==> src/rtl/ctrl_encode_def.sv <==
// Shared encodings for the EX stage: ALUOp codes and multi-cycle ALU states.
package ctrl_encode_def;

   localparam int unsigned AluOpW = 5;

   localparam logic [AluOpW-1:0] AluOpAdd   = 5'd0;
   localparam logic [AluOpW-1:0] AluOpAddi  = 5'd1;
   localparam logic [AluOpW-1:0] AluOpAddu  = 5'd2;
   localparam logic [AluOpW-1:0] AluOpSub   = 5'd3;
   localparam logic [AluOpW-1:0] AluOpSubu  = 5'd4;
   localparam logic [AluOpW-1:0] AluOpSlt   = 5'd5;
   localparam logic [AluOpW-1:0] AluOpSltu  = 5'd6;
   localparam logic [AluOpW-1:0] AluOpAnd   = 5'd7;
   localparam logic [AluOpW-1:0] AluOpOr    = 5'd8;
   localparam logic [AluOpW-1:0] AluOpXor   = 5'd9;
   localparam logic [AluOpW-1:0] AluOpNor   = 5'd10;
   localparam logic [AluOpW-1:0] AluOpSll   = 5'd11;
   localparam logic [AluOpW-1:0] AluOpSrl   = 5'd12;
   localparam logic [AluOpW-1:0] AluOpSra   = 5'd13;
   localparam logic [AluOpW-1:0] AluOpLui   = 5'd14;
   localparam logic [AluOpW-1:0] AluOpBeq   = 5'd15;
   localparam logic [AluOpW-1:0] AluOpBne   = 5'd16;
   localparam logic [AluOpW-1:0] AluOpMfhi  = 5'd17;
   localparam logic [AluOpW-1:0] AluOpMflo  = 5'd18;
   localparam logic [AluOpW-1:0] AluOpMthi  = 5'd19;
   localparam logic [AluOpW-1:0] AluOpMtlo  = 5'd20;
   localparam logic [AluOpW-1:0] AluOpMult  = 5'd21;
   localparam logic [AluOpW-1:0] AluOpMultu = 5'd22;
   localparam logic [AluOpW-1:0] AluOpDiv   = 5'd23;
   localparam logic [AluOpW-1:0] AluOpDivu  = 5'd24;

   typedef enum logic [1:0] {
      StIdle  = 2'd0,
      StMdRun = 2'd1,
      StMdFix = 2'd2
   } md_state_e;

   function automatic logic is_long_op(input logic [AluOpW-1:0] op);
      return (op == AluOpMult) || (op == AluOpMultu) || (op == AluOpDiv) || (op == AluOpDivu);
   endfunction

endpackage

==> src/rtl/mdu_iter.sv <==
// Iterative multiply/divide: one shift-add or restoring-subtract step per cycle on magnitudes,
// with the sign fix-up applied combinationally on the final step.
module mdu_iter #(
   parameter int unsigned WIDTH = 32
) (
   input  logic             clk,
   input  logic             rstn,
   input  logic             i_start,
   input  logic             i_is_div,
   input  logic             i_is_signed,
   input  logic [WIDTH-1:0] i_a,
   input  logic [WIDTH-1:0] i_b,
   input  logic             i_run,
   output logic             o_last,
   output logic [WIDTH-1:0] o_hi,
   output logic [WIDTH-1:0] o_lo
);

   localparam int unsigned CntW = $clog2(WIDTH);

   logic [2*WIDTH-1:0] r_acc;
   logic [WIDTH-1:0]   r_den;
   logic [CntW-1:0]    r_cnt;
   logic               r_is_div;
   logic               r_neg_q;
   logic               r_neg_r;
   logic               r_b_zero;

   logic               w_a_neg, w_b_neg;
   logic [WIDTH-1:0]   w_a_mag, w_b_mag;
   logic [WIDTH:0]     w_sum, w_shl, w_diff;
   logic [2*WIDTH-1:0] w_step, w_prod;
   logic [WIDTH-1:0]   w_q, w_r;

   assign w_a_neg = i_is_signed & i_a[WIDTH-1];
   assign w_b_neg = i_is_signed & i_b[WIDTH-1];
   assign w_a_mag = w_a_neg ? -i_a : i_a;
   assign w_b_mag = w_b_neg ? -i_b : i_b;

   // Multiply keeps the multiplier in the low half; divide keeps the quotient there.
   always_comb begin
      w_sum  = {1'b0, r_acc[2*WIDTH-1:WIDTH]} + (r_acc[0] ? {1'b0, r_den} : '0);
      w_shl  = r_acc[2*WIDTH-1:WIDTH-1];
      w_diff = w_shl - {1'b0, r_den};
      if (r_is_div) begin
         if (!w_diff[WIDTH]) w_step = {w_diff[WIDTH-1:0], r_acc[WIDTH-2:0], 1'b1};
         else                w_step = {w_shl[WIDTH-1:0], r_acc[WIDTH-2:0], 1'b0};
      end else begin
         w_step = {w_sum, r_acc[WIDTH-1:1]};
      end
   end

   always_comb begin
      w_prod = r_neg_q ? -w_step : w_step;
      w_q    = w_step[WIDTH-1:0];
      w_r    = w_step[2*WIDTH-1:WIDTH];
      if (r_is_div) begin
         o_lo = r_b_zero ? '1 : (r_neg_q ? -w_q : w_q);
         o_hi = r_neg_r ? -w_r : w_r;
      end else begin
         o_lo = w_prod[WIDTH-1:0];
         o_hi = w_prod[2*WIDTH-1:WIDTH];
      end
   end

   assign o_last = i_run && (r_cnt == '0);

   always_ff @(posedge clk) begin
      if (!rstn) begin
         r_acc    <= '0;
         r_den    <= '0;
         r_cnt    <= '0;
         r_is_div <= 1'b0;
         r_neg_q  <= 1'b0;
         r_neg_r  <= 1'b0;
         r_b_zero <= 1'b0;
      end else if (i_start) begin
         r_acc    <= {{WIDTH{1'b0}}, (i_is_div ? w_a_mag : w_b_mag)};
         r_den    <= i_is_div ? w_b_mag : w_a_mag;
         r_cnt    <= CntW'(WIDTH - 1);
         r_is_div <= i_is_div;
         r_neg_q  <= w_a_neg ^ w_b_neg;
         r_neg_r  <= w_a_neg;
         r_b_zero <= (i_b == '0);
      end else if (i_run) begin
         r_acc <= w_step;
         r_cnt <= r_cnt - CntW'(1);
      end
   end

endmodule

==> src/rtl/alu_mc.sv <==
// Multi-cycle EX-stage ALU: registered single-cycle ops plus iterative MULT/DIV into HI/LO,
// with a valid/ready request handshake.
module alu_mc
   import ctrl_encode_def::*;
#(
   parameter int unsigned WIDTH   = 32,
   parameter int unsigned SHAMT_W = $clog2(WIDTH)
) (
   input  logic             clk,
   input  logic             rstn,
   input  logic             in_valid,
   output logic             in_ready,
   input  logic [4:0]       op,
   input  logic [WIDTH-1:0] a,
   input  logic [WIDTH-1:0] b,
   output logic             out_valid,
   output logic [WIDTH-1:0] result,
   output logic             zero,
   output logic             overflow,
   output logic             busy
);

   md_state_e        r_state, w_state_d;
   logic             r_init;
   logic [WIDTH-1:0] r_hi, r_lo, r_result;
   logic             r_zero, r_ovf, r_out_valid;

   logic             w_accept, w_long, w_md_start, w_md_last;
   logic [WIDTH-1:0] w_md_hi, w_md_lo;
   logic [WIDTH-1:0] w_add, w_sub, w_res;
   logic             w_ovf, w_hi_we, w_lo_we;
   logic [SHAMT_W-1:0] w_shamt;

   assign w_long     = is_long_op(op);
   assign w_accept   = in_valid && in_ready;
   assign w_md_start = w_accept && w_long;
   assign w_add      = a + b;
   assign w_sub      = a - b;
   assign w_shamt    = a[SHAMT_W-1:0];

   mdu_iter #(
      .WIDTH(WIDTH)
   ) u_mdu (
      .clk        (clk),
      .rstn       (rstn),
      .i_start    (w_md_start),
      .i_is_div   ((op == AluOpDiv) || (op == AluOpDivu)),
      .i_is_signed((op == AluOpMult) || (op == AluOpDiv)),
      .i_a        (a),
      .i_b        (b),
      .i_run      (r_state == StMdRun),
      .o_last     (w_md_last),
      .o_hi       (w_md_hi),
      .o_lo       (w_md_lo)
   );

   always_comb begin
      w_res   = '0;
      w_ovf   = 1'b0;
      w_hi_we = 1'b0;
      w_lo_we = 1'b0;
      case (op)
         AluOpAdd, AluOpAddi: begin
            w_res = w_add;
            w_ovf = (a[WIDTH-1] == b[WIDTH-1]) && (w_add[WIDTH-1] != a[WIDTH-1]);
         end
         AluOpAddu: w_res = w_add;
         AluOpSub: begin
            w_res = w_sub;
            w_ovf = (a[WIDTH-1] != b[WIDTH-1]) && (w_sub[WIDTH-1] != a[WIDTH-1]);
         end
         AluOpSubu: w_res = w_sub;
         AluOpSlt:  w_res[0] = $signed(a) < $signed(b);
         AluOpSltu: w_res[0] = a < b;
         AluOpAnd:  w_res = a & b;
         AluOpOr:   w_res = a | b;
         AluOpXor:  w_res = a ^ b;
         AluOpNor:  w_res = ~(a | b);
         AluOpSll:  w_res = b << w_shamt;
         AluOpSrl:  w_res = b >> w_shamt;
         AluOpSra:  w_res = $unsigned($signed(b) >>> w_shamt);
         AluOpLui:  w_res = b << (WIDTH / 2);
         AluOpBeq:  w_res[0] = (a == b);
         AluOpBne:  w_res[0] = (a != b);
         AluOpMfhi: w_res = r_hi;
         AluOpMflo: w_res = r_lo;
         AluOpMthi: begin
            w_res   = a;
            w_hi_we = 1'b1;
         end
         AluOpMtlo: begin
            w_res   = a;
            w_lo_we = 1'b1;
         end
         default:   w_res = '0;
      endcase
   end

   // MD_FIX accepts like IDLE so the next op can issue in the completion cycle.
   always_comb begin
      w_state_d = r_state;
      in_ready  = 1'b0;
      busy      = 1'b0;
      case (r_state)
         StIdle, StMdFix: begin
            in_ready  = r_init;
            w_state_d = w_md_start ? StMdRun : StIdle;
         end
         StMdRun: begin
            busy = 1'b1;
            if (w_md_last) w_state_d = StMdFix;
         end
         default: w_state_d = StIdle;
      endcase
   end

   always_ff @(posedge clk) begin
      if (!rstn) begin
         r_state     <= StIdle;
         r_init      <= 1'b0;
         r_hi        <= '0;
         r_lo        <= '0;
         r_result    <= '0;
         r_zero      <= 1'b1;
         r_ovf       <= 1'b0;
         r_out_valid <= 1'b0;
      end else begin
         r_state     <= w_state_d;
         r_init      <= 1'b1;
         r_out_valid <= 1'b0;
         if (w_md_last) begin
            r_hi        <= w_md_hi;
            r_lo        <= w_md_lo;
            r_result    <= '0;
            r_zero      <= 1'b1;
            r_ovf       <= 1'b0;
            r_out_valid <= 1'b1;
         end else if (w_accept && !w_long) begin
            r_result    <= w_res;
            r_zero      <= (w_res == '0);
            r_ovf       <= w_ovf;
            r_out_valid <= 1'b1;
            if (w_hi_we) r_hi <= a;
            if (w_lo_we) r_lo <= a;
         end
      end
   end

   assign out_valid = r_out_valid;
   assign result    = r_result;
   assign zero      = r_zero;
   assign overflow  = r_ovf;

endmodule

==> config.mk <==
export PLATFORM = sky130hd
export DESIGN_NAME = alu_mc
export DESIGN_NICKNAME = d
export VERILOG_FILES = /design/src/rtl/ctrl_encode_def.sv /design/src/rtl/mdu_iter.sv /design/src/rtl/alu_mc.sv
export SDC_FILE = /design/constraint.sdc
export NUM_CORES = 1
export LEC_CHECK = 0
export ABC_AREA = 1
export CORE_AREA = 8 8 285 424
export CTS_CLUSTER_DIAMETER = 50
export DETAILED_ROUTE_END_ITERATION = 12
export DIE_AREA = 0 0 293 432
export PLACE_DENSITY_LB_ADDON = 0.05
export SYNTH_ARGS = -nofsm -noshare
export SYNTH_HDL_FRONTEND = slang
export SYNTH_SLANG_ARGS = --single-unit
==> constraint.sdc <==
create_clock -name clk -period 6.2 [get_ports clk]
set_input_delay 0.93 -clock clk [delete_from_list [all_inputs] [get_ports clk]]
set_output_delay 0.93 -clock clk [all_outputs]
set_load 0.05 [all_outputs]
==> summary.txt, run 1 <==
Status - finished clean
Netlist cell types - 68
Pins Over Slew Limit - 0
Vias in the first global route - 37,500
Crit-path most repeated cell - nand2_1
Initial core utilization - 24.8%
Post-CTS resize count - 0
Synthesis warning total - 0
Most frequent cell after synthesis - nand2_1
Critical Path End Type - register
Post-Synthesis Cells - 5,146
Worst path arrival time - 6.34 ns
Least-Margin Pin Slew - 1.47 ns
Synth top area cells - nand2_1 18%, dfxtp_1 15%, inv_1 9.3%
Crit-path max cell delay - 0.46 ns
Yosys reg bits - 207
Final clock skew - 0.0226 ns
Final setup violation count - 0
CTS tree - built
Setup Fix Bufs, Post-CTS - 0
Min Tclk post-route - 5.82 ns
Ratio of cells with drive above 1 in the final layout - 8.61%
Post-route DRC - 0
Avg WL per Cell - 32.5 um
Syn_nets - 5,388
EDFF count, synth - 0
I/O Buffers - 108
Yosys top cell area share - 17.8%
Post-synth top cells - 1,346 x nand2_1, 703 x inv_1, 555 x nor2_1, 492 x o21ai_0, 350 x a21oi_1
CTS Sinks - 207
CTS Buf Count - 43
Die area - 0.127 mm2
GP Congestion - 1.10
Post-Syn Area - 0.0284 mm2
Sequential area share after synthesis - 14.6%
Pleak - 0.0165 uW
CTS Hold Bufs - 0
Deepest clock path buffer count - 3
Congestion Overflow GR - 0
# placed instances - 6,789
Crit path max fanout - 6
PD cells - 188 mW/mm2
All-Layer GR Usage - 34.1%
DR pass1 iterations - 6
Crit path required time - 6.72 ns
Worst skew pair latency - 0.63 ns
Root buffer cell - clkbuf_16
Worst Setup Start Kind - register
Area Growth Syn to Fin - 18.4%
RSZ-0062 raised after global routing - false
Maxcap violations - 0
Drt total wl - 223 mm
Post-synth top area cell - nand2_1
Cell Area, Placed - 0.0322 mm2
Avg Cell Area, Syn - 5.52 um2
Clock Pin Slew Worst Setup and Hold Paths - 0.06 ns
CP Class - register to register
Most used flip-flop cell after synthesis - dfxtp_1
Worst ir drop on vdd - 185 uV
Setup TNS - 0 ns
Final net count - 5,536
Total count of hold-check failures in the final report - 0
Vias - 36,700
Post-route design area - 0.0336 mm2
I/O Pins - 109
Non-Filler Instances - 6,872
Placement Rows - 152
Vias per cell - 5.34
Detailed Place HPWL - 184 mm
Final period util - 93.9%
Hold Path Class - register to register
Pwr Total - 6310 uW
Max-slew headroom - 2.10%
Initial detailed-routing violation count - 2,856
Die height - 432 um
ANT nets after route - 0
Antenna violations before repair - 6
Largest net degree at the start of global routing - 73
H-tree depth - 2
Core area - 0.114 mm2
Die Span X - 293 um
FMAX - 172 MHz
First-pass GRT wire length - 302 mm
Asr flop ratio synth - 0%
Slowest CP cell - fa_1
Filler instances - 13,500
## cells by family after synthesis
group / synth area share (%)
AO/OA/AOI/OAI: 24.1
flip-flops: 14.6
adder cells (fa/ha/maj): 7.60
AND/OR/NAND/NOR: 37.4
XOR/XNOR: 2.81
multiplexers: 0.599
buffers and inverters: 12.9
## state kept, by name, summed over array words and instances (netlist names)
register / cells
result: 32
u_mdu.r_neg_q: 1
u_mdu.r_is_div: 1
u_mdu.r_cnt: 5
r_state: 2
overflow: 1
u_mdu.r_acc: 64
r_lo: 32
r_init: 1
out_valid: 1
u_mdu.r_b_zero: 1
r_hi: 32
u_mdu.r_neg_r: 1
zero: 1
u_mdu.r_den: 32
## placed cells by master, fill, tap and decap left out, types with 17 or more instances in the layout
| cell | synthesis | routed |
|---|---|---|
| buf_4 | 2 | 222 |
| o21ai_1 | 24 | 24 |
| nor4_1 | 25 | 25 |
| nand3b_1 | 18 | 18 |
| clkbuf_16 | 0 | 43 |
| ha_1 | 166 | 166 |
| a31oi_1 | 26 | 26 |
| dfxtp_1 | 207 | 205 |
| or2_2 | 23 | 23 |
| a21oi_1 | 350 | 349 |
| nor2_1 | 555 | 547 |
| inv_1 | 703 | 701 |
| nand2_2 | 33 | 33 |
| nor2_2 | 30 | 36 |
| o21bai_1 | 21 | 21 |
| o2111ai_1 | 20 | 20 |
| a221oi_1 | 18 | 18 |
| o221ai_1 | 27 | 27 |
| o22ai_1 | 60 | 60 |
| nand4_1 | 50 | 50 |
| nor3_1 | 67 | 64 |
| mux2i_1 | 17 | 17 |
| o21ai_0 | 492 | 492 |
| o21a_1 | 22 | 22 |
| xor2_1 | 81 | 81 |
| inv_2 | 14 | 17 |
| nand2_1 | 1346 | 1346 |
| clkdlybuf4s50_1 | 0 | 104 |
| nand3_1 | 337 | 337 |
| o211ai_1 | 55 | 55 |
## final cells by class
type                       instances  area [um2]  share of cell area, %
multi-input combinational       3988       20700                   61.4
sequential                       207        4150                   12.3
timing repair buffer             329        2720                   8.10
inverter                         725        2720                   8.09
tap                             1540        1930                   5.73
clock buffer                      51        1150                   3.41
clock inverter                    28         297                  0.882
antenna                            4        10.0                 0.0298
## power breakdown
part	switching (uW)	internal [uW]	total, uW
Clock	984	1470	2450
Sequential	29.7	1370	1400
Combinational	1830	634	2460
Total	2840	3470	6310
## worst paths after layout
| path | start | to | slack (ns) | cells past startpoint |
|---|---|---|---|---|
| hold reg to reg | u_mdu.r_cnt[0]$_SDFFE_PN0P_ | u_mdu.r_cnt[0]$_SDFFE_PN0P_ | 0.46 | 2 |
| setup / recovery | u_mdu.r_acc[31]$_SDFFE_PN0P_ | r_hi[30]$_SDFFE_PN0P_ | 0.38 | 35 |
| setup reg to reg | u_mdu.r_acc[31]$_SDFFE_PN0P_ | r_hi[30]$_SDFFE_PN0P_ | 0.38 | 35 |
| hold / removal | u_mdu.r_cnt[0]$_SDFFE_PN0P_ | u_mdu.r_cnt[0]$_SDFFE_PN0P_ | 0.46 | 2 |
## per-stage QoR
| step | hold WS (ns) | setup slack, ns | util [%] |
|---|---|---|---|
| 2_1_floorplan | 0.423 | 2.16 | - |
| 3_3_place_gp | 0.450 | 0.142 | 28.1 |
| 3_5_place_dp | 0.456 | 0.121 | 28.1 |
| 4_1_cts | 0.466 | 0.114 | 29.4 |
| 5_1_grt | 0.496 | 0.00395 | 29.4 |
| 6_report | 0.463 | 0.380 | 29.4 |
## worst max-delay path: cells and delay by family (launching register included)
kind | cells | cell delay, ns
AO/OA/AOI/OAI | 2 | 0.36
buffers and inverters | 4 | 0.51
adder cells (fa/ha/maj) | 3 | 0.97
flip-flops | 1 | 0.31
AND/OR/NAND/NOR | 26 | 3.53
## layer usage
layer | GRT usage (%) | vias to the layer above | part of all wire, %
met4 | 36.5 | 8 | 13
met2 | 61.1 | 1380 | 49
met1 | 31.3 | 17500 | 33
met5 | 0 | - | 0.026
met3 | 5.58 | 610 | 4.9
li1 | - | 17200 | -
Power figures use the tool's default switching activity.
==> inputs of run 2 (changes only) <==
- RECOVER_POWER: not set -> 25
- SLEW_MARGIN: not set -> 20
==> summary.txt, run 2 (synthesis gave the netlist of run 1 again) <==
CTS Buf Count - 43 (unchanged)
Congestion Overflow GR - 0 (unchanged)
Largest net degree at the start of global routing - 73 (unchanged)
FMAX - 173 MHz (+0.63%)
Post-route DRC - 0 (unchanged)
CTS tree - built
Avg WL per Cell - 32.4 um (-0.16%)
Least-Margin Pin Slew - 2.70 ns (+1.23 ns)
Die Span X - 293 um (unchanged)
Critical Path End Type - register
Largest Register - u_mdu.r_acc
Commonest non-fill, non-tap cell in the layout - nand2_1
Largest register FFs - 64 (unchanged)
Ratio of cells with drive above 1 in the final layout - 8.48% (-0.13 points)
Area Growth Syn to Fin - 18.4% (about the same)
Failing checks - capacitance limit, slew limit
Vias - 36,600 (-0.28%)
Worst ir drop on vdd - 185 uV (+0.16%)
CP Class - register to register
Crit path max fanout - 6 (unchanged)
Hold Path Class - register to register
Core area - 0.114 mm2 (unchanged)
DR pass1 iterations - 9 (+3)
Placement Rows - 152 (unchanged)
CTS Sinks - 207 (unchanged)
First-pass GRT wire length - 302 mm (unchanged)
PD cells - 187 mW/mm2 (-0.12%)
Min Tclk post-route - 5.78 ns (-0.0365 ns)
Clock Pin Slew Worst Setup and Hold Paths - 0.06 ns (about the same)
Maxcap violations - 6 (+6)
Max-slew headroom - -79.9% (-82 points)
Total count of hold-check failures in the final report - 0 (unchanged)
Vias per cell - 5.33 (-0.31%)
Crit-path most repeated cell - nand2_1
H-tree depth - 2 (unchanged)
CP delay by family, top - simple AND/OR/NAND/NOR gates
Deepest clock path buffer count - 3 (unchanged)
ANT nets after route - 0 (unchanged)
Vias in the first global route - 37,500 (unchanged)
Commonest cells after routing, fill and taps aside - 1,346 x nand2_1, 702 x inv_1, 547 x nor2_1
Final Util - 29.4% (about the same)
Slowest CP cell - fa_1
Initial core utilization - 24.8% (unchanged)
Final period util - 93.3% (-0.59 points)
Detailed Place HPWL - 184 mm (about the same)
Crit path buf inv count - 4 (unchanged)
Final net count - 5,537 (+0.018%)
Pwr Total - 6300 uW (-0.14%)
Status - complete, but fails checks
Die height - 432 um (unchanged)
Pins Over Slew Limit - 225 (+225)
Final clock skew - 0.0224 ns (-0.000186 ns)
I/O Pins - 109 (unchanged)
Root buffer cell - clkbuf_16
Worst Setup Start Kind - register
I/O Buffers - 108 (unchanged)
Setup TNS - 0 ns (unchanged)
Drt total wl - 223 mm (-0.13%)
GP Congestion - 1.10 (unchanged)
Pleak - 0.0166 uW (+0.45%)
Worst skew pair latency - 0.63 ns (about the same)
Die area - 0.127 mm2 (unchanged)
Filler instances - 13,500 (-0.030%)
RSZ-0062 raised after global routing - false
Pre-CTS setup slack - 0.121 ns (unchanged)
Crit-path max cell delay - 0.45 ns (about the same)
R2r setup slk - 0.42 ns (+0.04 ns)
Final setup violation count - 0 (unchanged)
Worst path arrival time - 6.30 ns (-0.04 ns)
Initial detailed-routing violation count - 2,955 (+3.5%)
Crit path required time - 6.71 ns (about the same)
All-Layer GR Usage - 34.1% (unchanged)
Setup WS post-layout - 0.416 ns (+0.0365 ns)
CTS Hold Bufs - 0 (unchanged)
Antenna violations before repair - 6 (unchanged)
[run 2: path summary, 6_finish.rpt]
kind	from	end	depth (start not counted)
setup / recovery	u_mdu.r_acc[31]$_SDFFE_PN0P_	r_hi[30]$_SDFFE_PN0P_	35
hold / removal	u_mdu.r_cnt[0]$_SDFFE_PN0P_	u_mdu.r_cnt[0]$_SDFFE_PN0P_	2
setup reg to reg	u_mdu.r_acc[31]$_SDFFE_PN0P_	r_hi[30]$_SDFFE_PN0P_	35
hold reg to reg	u_mdu.r_cnt[0]$_SDFFE_PN0P_	u_mdu.r_cnt[0]$_SDFFE_PN0P_	2
[run 2: repair_timing]
action / 4_1_cts / 5_1_grt
setup buffers: 0 / 0
endpoints found under the setup margin: 0 / 6
resized for setup: 0 / 3
[run 2: routing by layer]
layer	up-vias	share of wire (%)	global-route usage [%]
met1	17400	33	31.3
met2	1295	49	61.1
met5	-	0.026	0
li1	17300	-	-
met3	609	4.8	5.58
met4	8	13	36.5
[run 2: through the flow]
| step | cell area [um2] | hold WS (ns) | std cells |
|---|---|---|---|
| 5_1_grt | 33600 | 0.496 | 6871 |
| 3_3_place_gp | 32200 | 0.450 | 6789 |
| 2_1_floorplan | 28400 | 0.423 | 5146 |
| 4_1_cts | 33600 | 0.466 | 6868 |
| 3_5_place_dp | 32200 | 0.456 | 6789 |
| 6_report | 33600 | 0.463 | 6874 |
[run 2: area by class of cell]
class	count	area, um2	area share, %
diodes	5	12.5	0.0372
clock buffers	51	1150	3.41
clock inverters	28	297	0.882
inverters	725	2720	8.09
multi-input cells	3988	20700	61.4
flip-flops and latches	207	4150	12.3
well taps	1540	1930	5.73
repair buffers	330	2710	8.06
[run 2: where the power goes]
part	internal (uW)	total (uW)	switching, uW	leakage, uW
Clock	1470	2450	984	0.000708
Sequential	1370	1400	28.9	0.00168
Combinational	627	2450	1820	0.0142
Total	3460	6300	2840	0.0166
[run 2: worst reg2reg max path, delay by kind of cell, from the launching register on]
family                   cells  cell delay, ns
AND/OR/NAND/NOR             26            3.51
AO/OA/AOI/OAI                2            0.36
adder cells (fa/ha/maj)      3            0.97
flip-flops                   1            0.31
buffers and inverters        4            0.52
